===== config.mk =====
export PLATFORM = sky130hd
export DESIGN_NAME = sng_lfsr_multi
export DESIGN_NICKNAME = d
export VERILOG_FILES = /design/src/rtl/sng_lfsr_multi.sv
export SDC_FILE = /design/constraint.sdc
export NUM_CORES = 1
export LEC_CHECK = 0
export BUFFER_PORTS_ARGS = -buffer_cell sky130_fd_sc_hd__buf_2
export CAP_MARGIN = 30
export CORE_MARGIN = 1.5
export CORE_UTILIZATION = 60
export DETAILED_ROUTE_END_ITERATION = 12
export GPL_TIMING_DRIVEN = 0
export PLACE_DENSITY = 0.93
export SLEW_MARGIN = 10
export SYNTH_ARGS = -nofsm -noshare
export SYNTH_HDL_FRONTEND = slang
export SYNTH_SLANG_ARGS = --single-unit
export TNS_END_PERCENT = 1

===== constraint.sdc =====
create_clock -name clk -period 6.3 [get_ports clk]
set_input_delay 0.945 -clock clk [delete_from_list [all_inputs] [get_ports clk]]
set_output_delay 0.945 -clock clk [all_outputs]
set_load 0.01 [all_outputs]

===== src/rtl/sng_lfsr_multi.sv =====
// Multi-channel stochastic number generator: one Fibonacci LFSR feeds CHANNELS
// magnitude comparators, framed as a fixed-length stream with per-channel ones counters.
module sng_lfsr_multi #(
  parameter int               WIDTH      = 10,
  parameter int               CHANNELS   = 4,
  parameter logic [WIDTH-1:0] POLY       = 10'h240,
  parameter int               STREAM_LEN = 1023,
  parameter bit               DECORR     = 1'b1,
  parameter int               CW         = $clog2(STREAM_LEN + 1)
) (
  input  logic                         clk,
  input  logic                         reset,
  input  logic                         start,
  input  logic [WIDTH-1:0]             seed_in,
  input  logic [CHANNELS*WIDTH-1:0]    scalar_in,
  output logic                         busy,
  output logic                         bs_valid,
  output logic [CHANNELS-1:0]          bs,
  output logic                         done,
  output logic [CHANNELS*CW-1:0]       ones_cnt
);

  typedef enum logic [1:0] {S_IDLE, S_RUN, S_DONE} state_t;

  state_t                      st, st_nxt;
  logic [WIDTH-1:0]            lfsr;
  logic [CHANNELS*WIDTH-1:0]   scalar_q;
  logic [CW-1:0]               cyc;
  logic                        fb;
  logic [2*WIDTH-1:0]          lfsr_dbl;

  assign fb       = ^(lfsr & POLY);
  assign lfsr_dbl = {lfsr, lfsr};

  always_comb begin
    st_nxt = st;
    case (st)
      S_IDLE:  if (start) st_nxt = S_RUN;
      S_RUN:   if (cyc == CW'(STREAM_LEN - 1)) st_nxt = S_DONE;
      S_DONE:  st_nxt = S_IDLE;
      default: st_nxt = S_IDLE;
    endcase
  end

  assign busy     = (st != S_IDLE);
  assign bs_valid = (st == S_RUN);
  assign done     = (st == S_DONE);

  // A rotate-left by r is a WIDTH-bit window into the doubled state.
  for (genvar i = 0; i < CHANNELS; i++) begin : g_ch
    localparam int ROT = i % WIDTH;
    logic [WIDTH-1:0] cmp;
    assign cmp   = DECORR ? lfsr_dbl[2*WIDTH-1-ROT -: WIDTH] : lfsr;
    assign bs[i] = bs_valid && (scalar_q[i*WIDTH +: WIDTH] > cmp);
  end

  always_ff @(posedge clk) begin
    if (!reset) begin
      st       <= S_IDLE;
      lfsr     <= '0;
      scalar_q <= '0;
      cyc      <= '0;
      ones_cnt <= '0;
    end else begin
      st <= st_nxt;
      case (st)
        S_IDLE: begin
          if (start) begin
            // A zero seed would lock the LFSR, so it is replaced by 1.
            lfsr     <= (seed_in == '0) ? WIDTH'(1) : seed_in;
            scalar_q <= scalar_in;
            cyc      <= '0;
            ones_cnt <= '0;
          end
        end
        S_RUN: begin
          lfsr <= {lfsr[WIDTH-2:0], fb};
          cyc  <= cyc + CW'(1);
          for (int i = 0; i < CHANNELS; i++)
            ones_cnt[i*CW +: CW] <= ones_cnt[i*CW +: CW] + CW'(bs[i]);
        end
        default: ;
      endcase
    end
  end

endmodule

# Word-level counts from Yosys, hierarchy flattened
# Cells that the tools add are included.
# totals
output_inout_bits	47
elab_cells	41
register_bits	102
inputBits	53
# op_classes
mux	10
add_sub_neg	5
eq_ne	5
reduce_logical	12
magnitude_cmp	4
# op_table
operator	count
40-bit case mux with 2 select lines	1
10-bit by 1-bit adder with 10-bit output	4
10-bit greater-than comparator	4
40-bit 2-to-1 mux	1
10-bit case mux with 2 select lines	2
10-bit 2-to-1 mux	3
10-bit by 1-bit adder with 10-bit output (second input constant)	1
10-bit equality test (second input constant)	1
10-bit logical NOT	1
10-bit XOR reduction	1
2-bit AND reduction	3
1-bit logical AND	4
2-bit 2-to-1 mux	2
2-bit case mux with 2 select lines	1
2-bit nonzero test	2
2-bit by 1-bit equality test with 1-bit output (second input constant)	1
2-bit equality test (second input constant)	1
2-bit logical NOT	1
2-bit by 1-bit inequality test with 1-bit output (second input constant)	1
2-bit inequality test (second input constant)	1

# Depth between registers and ports, before layout
# Gate-level depths: netlist (run 1).
# depth
depth_word	4
depth_mapped	12
ltp_nobuf	12

# Worst setup path before layout (run 1)
# Ideal clock, no wire load.
# synth_path
kind	reg-to-reg
startpoint	register lfsr[6], in the netlist g_ch[0].cmp[6]
endpoint	register ones_cnt[38]
period_less_slack_ns	2.544
n_path_buf	0
stages_incl_launch_ff	13
t_arrival_ns	2.474
setup_slack_ns	3.756
required_time_ns	6.230
setup_ns	0.070
path_cell_list	dfxtp_1 inv_1 ha_1 nand4_1 nor2_1 a21o_1 o311a_1 ha_1 ha_1 and3_1 nand4_1 or3b_1 a21oi_1
# synth_via
elab_chain_cells	4
# synth_lines
element	line_no	rtl
start, declared	26	logic [WIDTH-1:0] lfsr;
start signal, assigned	70	lfsr <= (seed_in == '0) ? WIDTH'(1) : seed_in;
start signal, assigned	77	lfsr <= {lfsr[WIDTH-2:0], fb};
10-bit greater-than comparator	54	assign bs[i] = bs_valid && (scalar_q[i*WIDTH +: WIDTH] > cmp);
1-bit logical AND	54	
net bs[3]	18	output logic [CHANNELS-1:0] bs,
10-bit by 1-bit adder with 10-bit output	80	ones_cnt[i*CW +: CW] <= ones_cnt[i*CW +: CW] + CW'(bs[i]);
40-bit case mux with 2 select lines	66	case (st)
end signal, assigned by index	80	
end, declared	20	output logic [CHANNELS*CW-1:0] ones_cnt
# The timed path passes the listed nets, and every way through them passes these cells.
# A chain may end at the register's enable or synchronous reset.

# Final worst setup path (run 1)
# layout_path
startpoint	register lfsr[6], in the netlist g_ch[0].cmp[6]
endpoint	output bs[3]
# layout_via
elab_chain_cells	2
# layout_lines
element	line_no
10-bit greater-than comparator	54
1-bit logical AND	54
end, declared	18
# No other way between the ends.

==> metrics.log, run 1 <==
INFO  metric timing.critical_path.from = g_ch[0].cmp[6]
INFO  metric synth_area_leaders = dfxtp_1 (39%), ha_1 (12%), nand2_1 (8.6%)
INFO  metric critPathLaunchType = flop
INFO  metric cts_made_buffers = 9
INFO  metric drv_slew = 0
INFO  metric ant_nets = 0
INFO  metric clock_tree.htree_level_count = 3
INFO  metric cts_root_buffer = clkbuf_8
INFO  metric synth_flop_cell = dfxtp_1
INFO  metric max-clock-path-buffers = 2
INFO  metric swShare = 29.7%
INFO  metric synth_commonest_cells = nand2_1 (120), dfxtp_1 (102), a21oi_1 (88)
INFO  metric timing.critical_path.arrival = 2190 ps
INFO  metric placement.io_buffers = 99
INFO  metric track_usage = 32.1%
INFO  metric drive_above_1_share = 18.8%
INFO  metric drcViolationCount = 0
INFO  metric clkPwrFrac = 31.0%
INFO  metric core_area = 8340 sq um
INFO  metric slew-limit-headroom = 53.6%
INFO  metric timing.setup.critical_path_class = flop to primary output
INFO  metric cts_setup_buffers = 0
INFO  metric yosys.cell_count.top_type = nand2_1
INFO  metric pwr_cell_area = 220 nW/um^2
INFO  metric peakVddDrop = 0.134 mV
INFO  metric die_x = 96.6 um
INFO  metric worst_setup_hold_path_clk_slew = 100 ps
INFO  metric yosys.cell_types.count = 52
INFO  metric worstPathRequired = 5350 ps
INFO  metric skew = 17.8 ps
INFO  metric finalSetupViolCount = 0
INFO  metric netlist.top_cell.by_area = dfxtp_1
INFO  metric die_area = 9340 sq um
INFO  metric die_height = 96.6 um
INFO  metric detailedRoute.firstIterationViolations = 570
INFO  metric worst_path_max_fanout = 4
INFO  metric hold_buffer_count_at_cts = 0
INFO  metric logic_depth_of_the_worst_path_buffers_included = 7
INFO  metric syn-num-nets = 748
INFO  metric synth_seq_cells = 102
INFO  metric cts_repair_resize_count = 0
INFO  metric timing.max_cap.violations = 0
INFO  metric hold_class = flop to flop
INFO  metric cts_tree = done
INFO  metric power.sequential.fraction = 51.3%
INFO  metric fin_setup_tns = 0 ps
INFO  metric crit_path_buffers_inverters = 2
INFO  metric finalWirelength = 15100 um
INFO  metric global_route.overflow_total = 0
INFO  metric routability_congestion_estimate_from_global_placement = 0.929
INFO  metric drt_pre_antenna_iters = 5
INFO  metric final_period_minus_worst_setup_slack = 3140 ps
INFO  metric top_level_ports = 100
INFO  metric grt_max_degree = 17
INFO  metric fin_ws = 3160 ps
INFO  metric crit_path_cells = inv_1 -> ha_1 -> nand4_1 -> nor2_1 -> a21o_1 -> o311a_1 -> buf_2
INFO  metric fp-row-count = 33
INFO  metric cellLeakagePower = 2.57 nW
INFO  metric synth.cell_area = 5260 sq um
INFO  metric ys.warnings.count = 0
INFO  metric num_vias = 5527
INFO  metric synthesis.area_per_instance = 8.16 sq um
INFO  metric grt_first_pass_wirelength = 24800 um
INFO  metric reg2reg_from = st[0]
INFO  metric worst_path_max_delay_cell = dfxtp_1
INFO  metric post_drt_wl_per_cell = 17.5 um
INFO  metric area.sequential = 2040 sq um
INFO  metric tightest_slew = 695 ps
INFO  metric detailedPlacementHpwl = 10900 um
INFO  metric endpoint = bs[3]
INFO  metric hold_viol = 0
INFO  metric result_of_the_run = complete, no violations
INFO  metric logic_depth_of_the_worst_register_to_register_path = 11
INFO  metric timing.critical_path.slowest_cell_delay = 400 ps
INFO  metric rsz_0062_raised_after_global_routing = no
INFO  metric critical_path.top_delay_family = compound AO/OA/AOI/OAI gates
INFO  metric fill_cells = 633
INFO  metric timing.final.crit_share = 49.8%
INFO  metric layout-area-overhead-vs-synth = 15.5%
INFO  metric internal_power = 938 uW
INFO  metric synth_async_sr_flop_share = 0%
INFO  metric netlist.area_leader.share = 38.8%
INFO  metric pre_cts_ws = 3380 ps
INFO  metric antenna_found_initial = 0
INFO  metric antenna_cells_inserted = 0
INFO  metric initial_util = 63.1%
INFO  metric power_switching = 397 uW
INFO  metric number_of_global_route_vias_before_repair = 5247
INFO  metric synthesis.instances = 645
INFO  metric synth.yosys.seq_area_share = 38.8%
INFO  metric timing.rr.end = ones_cnt[38]
INFO  metric clock_latency_at_the_later_pin_of_the_worst_skew_pair = 380 ps
INFO  metric nNetsFinal = 858
INFO  metric synth-edff-count = 0
INFO  metric multiInputGateArea = 2970 sq um
INFO  metric clock_sinks = 102
INFO  metric drt-vias-per-instance = 6.39
INFO  metric regToRegSetupSlack = 3290 ps
INFO  metric comb_power_share = 17.7%
INFO  metric crit_end_element = primary output
INFO  metric max_clock_freq = 319 MHz
## worst register-to-register path: stages (launching register included)
cell and delay (ps):
dfxtp_1 460, nand2b_1 140, buf_4 200, inv_2 190, buf_2 330, o311a_1 320
ha_1 210, ha_1 180, and3_1 250, nand4_1 120, or3b_1 400, a21oi_1 150
## cell usage in the layout, fill, tap and decap left out, drive strengths merged, types with 10 or more instances in the layout
master	synthesis	final
buf	14	113
clkbuf	23	33
o21ai	23	23
ha	50	50
a21o	12	12
inv	23	23
nor2	28	28
a21oi	88	88
nand2	120	120
nand3	31	31
a22oi	10	10
nand4	27	27
dfxtp	102	102
## worst min path at each step
stage / to / startpoint / depth (start not counted)
6_report: scalar_q[10] / scalar_q[10] / 2
5_1_grt: scalar_q[10] / scalar_q[10] / 2
4_1_cts: scalar_q[10] / scalar_q[10] / 2
3_5_place_dp: scalar_q[10] / scalar_q[10] / 2
3_3_place_gp: scalar_q[10] / scalar_q[10] / 2
2_1_floorplan: scalar_q[0] / scalar_q[0] / 2
## routing by layer
layer / vias up / part of all wire, % / global-route usage (%)
li1: 2556 / - / -
met1: 2585 / 39 / 39.9
met2: 320 / 47 / 52.8
met3: 66 / 9.5 / 5.71
met4: 0 / 4.5 / 17.8
met5: - / 0 / 0
## state kept, by name, indices dropped and copies added (netlist names)
signal	cells
ones_cnt	40
scalar_q	40
cyc	10
g_ch.cmp	10
st	2
## per-stage QoR
| stage | instance area [sq um] | instances | util (%) | hold WS, ps | power [mW] |
|---|---|---|---|---|---|
| after floorplan | 5260 | 645 | - | 436 | 0.845 |
| after global placement | 5890 | 849 | 70.6 | 447 | 0.911 |
| after detailed placement | 5890 | 849 | 70.6 | 448 | 0.926 |
| after CTS | 6080 | 865 | 72.9 | 463 | 1.33 |
| after global routing | 6080 | 865 | 72.9 | 494 | 1.39 |
| final | 6080 | 865 | 72.9 | 462 | 1.33 |
## cells by family (layout without fill, tap and decap cells)
kind of cell | Yosys count | in the layout | synth area share (%)
mux | 7 | 7 | 1.47
simple gates | 250 | 250 | 22.8
compound gates | 174 | 174 | 20.0
buf+inv | 60 | 175 | 4.71
xor+xnor | 2 | 2 | 0.333
flops | 102 | 102 | 38.8
fa+ha+maj | 50 | 50 | 11.9
## layout make-up
class	instances	share of cell area, %
plain buffers	37	2.66
multi-input cells	483	48.9
clock inverters	6	1.03
repair buffers	99	8.15
flip-flops and latches	102	33.6
well taps	105	2.16
inverters	23	1.42
clock buffers	10	2.10
## power groups by stage
| stage | clock network (mW) | registers [mW] | logic (mW) |
|---|---|---|---|
| 2_1_floorplan | 0 | 0.694 | 0.151 |
| 4_1_cts | 0.415 | 0.684 | 0.230 |
| 3_3_place_gp | 0 | 0.697 | 0.214 |
| 3_5_place_dp | 0 | 0.699 | 0.228 |
| 6_report | 0.413 | 0.685 | 0.237 |
| 5_1_grt | 0.438 | 0.687 | 0.260 |
(Power assumes the default switching activity.)
==> run 2: changes to the inputs <==
Settings changed: CORE_UTILIZATION 60 to 50, PLACE_DENSITY 0.93 to 0.84.
Clock period 6.3 ns to 2.5 ns, I/O delays scaled along.
==> metrics.log, run 2 (same netlist as run 1, synthesis figures left out) <==
INFO  metric post_drt_wl_per_cell = 17.8 um (+1.9%)
INFO  metric slew-limit-headroom = 51.7% (-1.9 points)
INFO  metric drcViolationCount = 0 (unchanged)
INFO  metric timing.critical_path.slowest_cell_delay = 540 ps (+140 ps)
INFO  metric timing.final.crit_share = 101%
INFO  metric grt_first_pass_wirelength = 25600 um (+3.2%)
INFO  metric most_frequent_cells_in_the_layout = nand2_1 (120), buf_2 (110), dfxtp_1 (91)
INFO  metric detailedRoute.firstIterationViolations = 639 (+12%)
INFO  metric routability_congestion_estimate_from_global_placement = 0.970 (+4.4%)
INFO  metric fin_ws = -36.0 ps (-3200 ps)
INFO  metric clock_latency_at_the_later_pin_of_the_worst_skew_pair = 380 ps (about the same)
INFO  metric antenna_cells_inserted = 0 (unchanged)
INFO  metric number_of_global_route_vias_before_repair = 5349 (+1.9%)
INFO  metric hold_buffer_count_at_cts = 0 (unchanged)
INFO  metric grt_max_degree = 16 (-1)
INFO  metric worst_setup_hold_path_clk_slew = 100 ps (about the same)
INFO  metric clock_tree.htree_level_count = 3 (unchanged)
INFO  metric ant_nets = 0 (unchanged)
INFO  metric nNetsFinal = 878 (+2.3%)
INFO  metric drv_slew = 0 (unchanged)
INFO  metric endpoint = ones_cnt[37]
INFO  metric top_level_ports = 100 (unchanged)
INFO  metric cellLeakagePower = 2.68 nW (+4.2%)
INFO  metric regToRegSetupSlack = -40 ps (-3330 ps)
INFO  metric max_clock_freq = 394 MHz
INFO  metric track_usage = 28.8% (-3.4 points)
INFO  metric core_area = 10300 sq um (+23%)
INFO  metric max-clock-path-buffers = 2 (unchanged)
INFO  metric final_common_cell = nand2_1
INFO  metric largest_regs = ones_cnt (40), scalar_q (40)
INFO  metric post-route-cell-area = 6640 sq um (+9.3%)
INFO  metric fill_cells = 840 (+33%)
INFO  metric initial_util = 51.2% (-12 points)
INFO  metric die_x = 106 um (+9.3%)
INFO  metric antenna_found_initial = 0 (unchanged)
INFO  metric result_of_the_run = complete, but fails checks
INFO  metric finalWirelength = 16300 um (+7.9%)
INFO  metric timing.critical_path.from = g_ch[0].cmp[5]
INFO  metric fin_setup_tns = -103 ps (-103 ps)
INFO  metric reg2reg_from = g_ch[0].cmp[5]
INFO  metric skew = 16.8 ps (-0.950 ps)
INFO  metric fp-row-count = 37 (+12%)
INFO  metric drive_above_1_share = 28.5% (+9.6 points)
INFO  metric die_height = 106 um (+9.3%)
INFO  metric p_total = 3.50 mW (+160%)
INFO  metric worst_path_max_delay_cell = or4_4
INFO  metric crit_path_cells = inv_4 -> ha_4 -> nand4_1 -> nor2_2 -> buf_4 -> nand3_1 -> o311a_4 -> ha_4 -> buf_4 -> nand3_4 -> or4_4 -> nand4_1 -> o31ai_2
INFO  metric cts_made_buffers = 9 (unchanged)
INFO  metric num_vias = 5578 (+0.92%)
INFO  metric die_area = 11100 sq um (+19%)
INFO  metric logic_depth_of_the_worst_register_to_register_path = 13 (+2)
INFO  metric finalSetupViolCount = 5 (+5)
INFO  metric hold_viol = 0 (unchanged)
INFO  metric final_period_minus_worst_setup_slack = 2540 ps
INFO  metric timing.rr.end = ones_cnt[37]
INFO  metric rsz_0062_raised_after_global_routing = yes
INFO  metric clock_sinks = 102 (unchanged)
INFO  metric worst_path_max_fanout = 5 (+1)
INFO  metric global_route.overflow_total = 0 (unchanged)
INFO  metric cts_tree = done
INFO  metric total_placed_instance_area = 5930 sq um (+0.74%)
INFO  metric peakVddDrop = 0.359 mV (+170%)
INFO  metric timing.max_cap.violations = 0 (unchanged)
INFO  metric worstPathRequired = 2760 ps (-2590 ps)
INFO  metric violations_in_the_final_reports = negative setup slack
INFO  metric drt_pre_antenna_iters = 5 (unchanged)
INFO  metric hold_class = input port to flop
INFO  metric crit_end_element = flop
INFO  metric drt-vias-per-instance = 6.09 (-4.7%)
INFO  metric tightest_slew = 724 ps (+28.4 ps)
INFO  metric critPathLaunchType = flop
INFO  metric timing.setup.critical_path_class = flop to flop
INFO  metric pwr_cell_area = 527 nW/um^2 (+140%)
INFO  metric placement.io_buffers = 99 (unchanged)
INFO  metric timing.critical_path.arrival = 2790 ps (+600 ps)
INFO  metric detailedPlacementHpwl = 10900 um (-0.24%)
INFO  metric cts_root_buffer = clkbuf_8
INFO  metric worst_hold_path.num_cells = 3 (+1)
INFO  metric layout-area-overhead-vs-synth = 26.3%
## run 2: through the flow
stage / worst slack (ps) / util (%) / cells / hold slack [ps]
CTS: -21.3 / 63.0 / 909 / 235
finish: -36.0 / 64.6 / 916 / 220
global route: -191 / 64.6 / 916 / 236
global placement: -352 / 57.7 / 880 / 448
detailed placement: -415 / 57.7 / 880 / 449
floorplan: 12.4 / - / 645 / 436
## run 2: area by class of cell
type / instances / area, sq um / share of cell area [%]
buffer: 37 / 171 / 2.58
clock buffer: 12 / 135 / 2.03
clock inverter: 4 / 47.5 / 0.716
inverter: 23 / 106 / 1.60
multi-input combinational: 483 / 3310 / 49.8
sequential: 102 / 2060 / 31.0
tap: 136 / 170 / 2.56
timing repair buffer: 119 / 646 / 9.72
## run 2: how the worst min path moves through the flow
stage / startpoint / endpoint / slack, ps
after floorplan: scalar_q[0] / scalar_q[0] / 440
after global placement: scalar_q[10] / scalar_q[10] / 450
after detailed placement: scalar_q[10] / scalar_q[10] / 450
after CTS: scalar_in[4] / scalar_q[4] / 230
after global routing: scalar_in[24] / scalar_q[24] / 240
final: scalar_in[4] / scalar_q[4] / 220
## run 2: timing repair
item,CTS,global route
buffers inserted,13,7
resized for setup,56,28
pin swaps,13,11
endpoints found under the setup margin,29,25
## run 2: per-layer routing
metal	vias up	track usage (%)	routed length, um
li1	2594	-	-
met1	2613	34.8	6350
met2	320	49.2	8050
met3	51	5.94	1520
met4	0	13.0	428
met5	-	0	0
## run 2: power by group
| part | internal [mW] | leakage [nW] | switching, mW | total [mW] |
|---|---|---|---|---|
| Sequential | 1.68 | 0.834 | 0.0500 | 1.73 |
| Combinational | 0.290 | 1.75 | 0.427 | 0.717 |
| Clock | 0.462 | 0.0904 | 0.590 | 1.05 |
## run 2: critical path, delay by kind of cell, from the launching register on
family	cells	cell delay [ps]
AO/OA/AOI/OAI	2	300
adder cells (fa/ha/maj)	2	360
buffers and inverters	3	350
flip-flops	1	350
AND/OR/NAND/NOR	6	1040
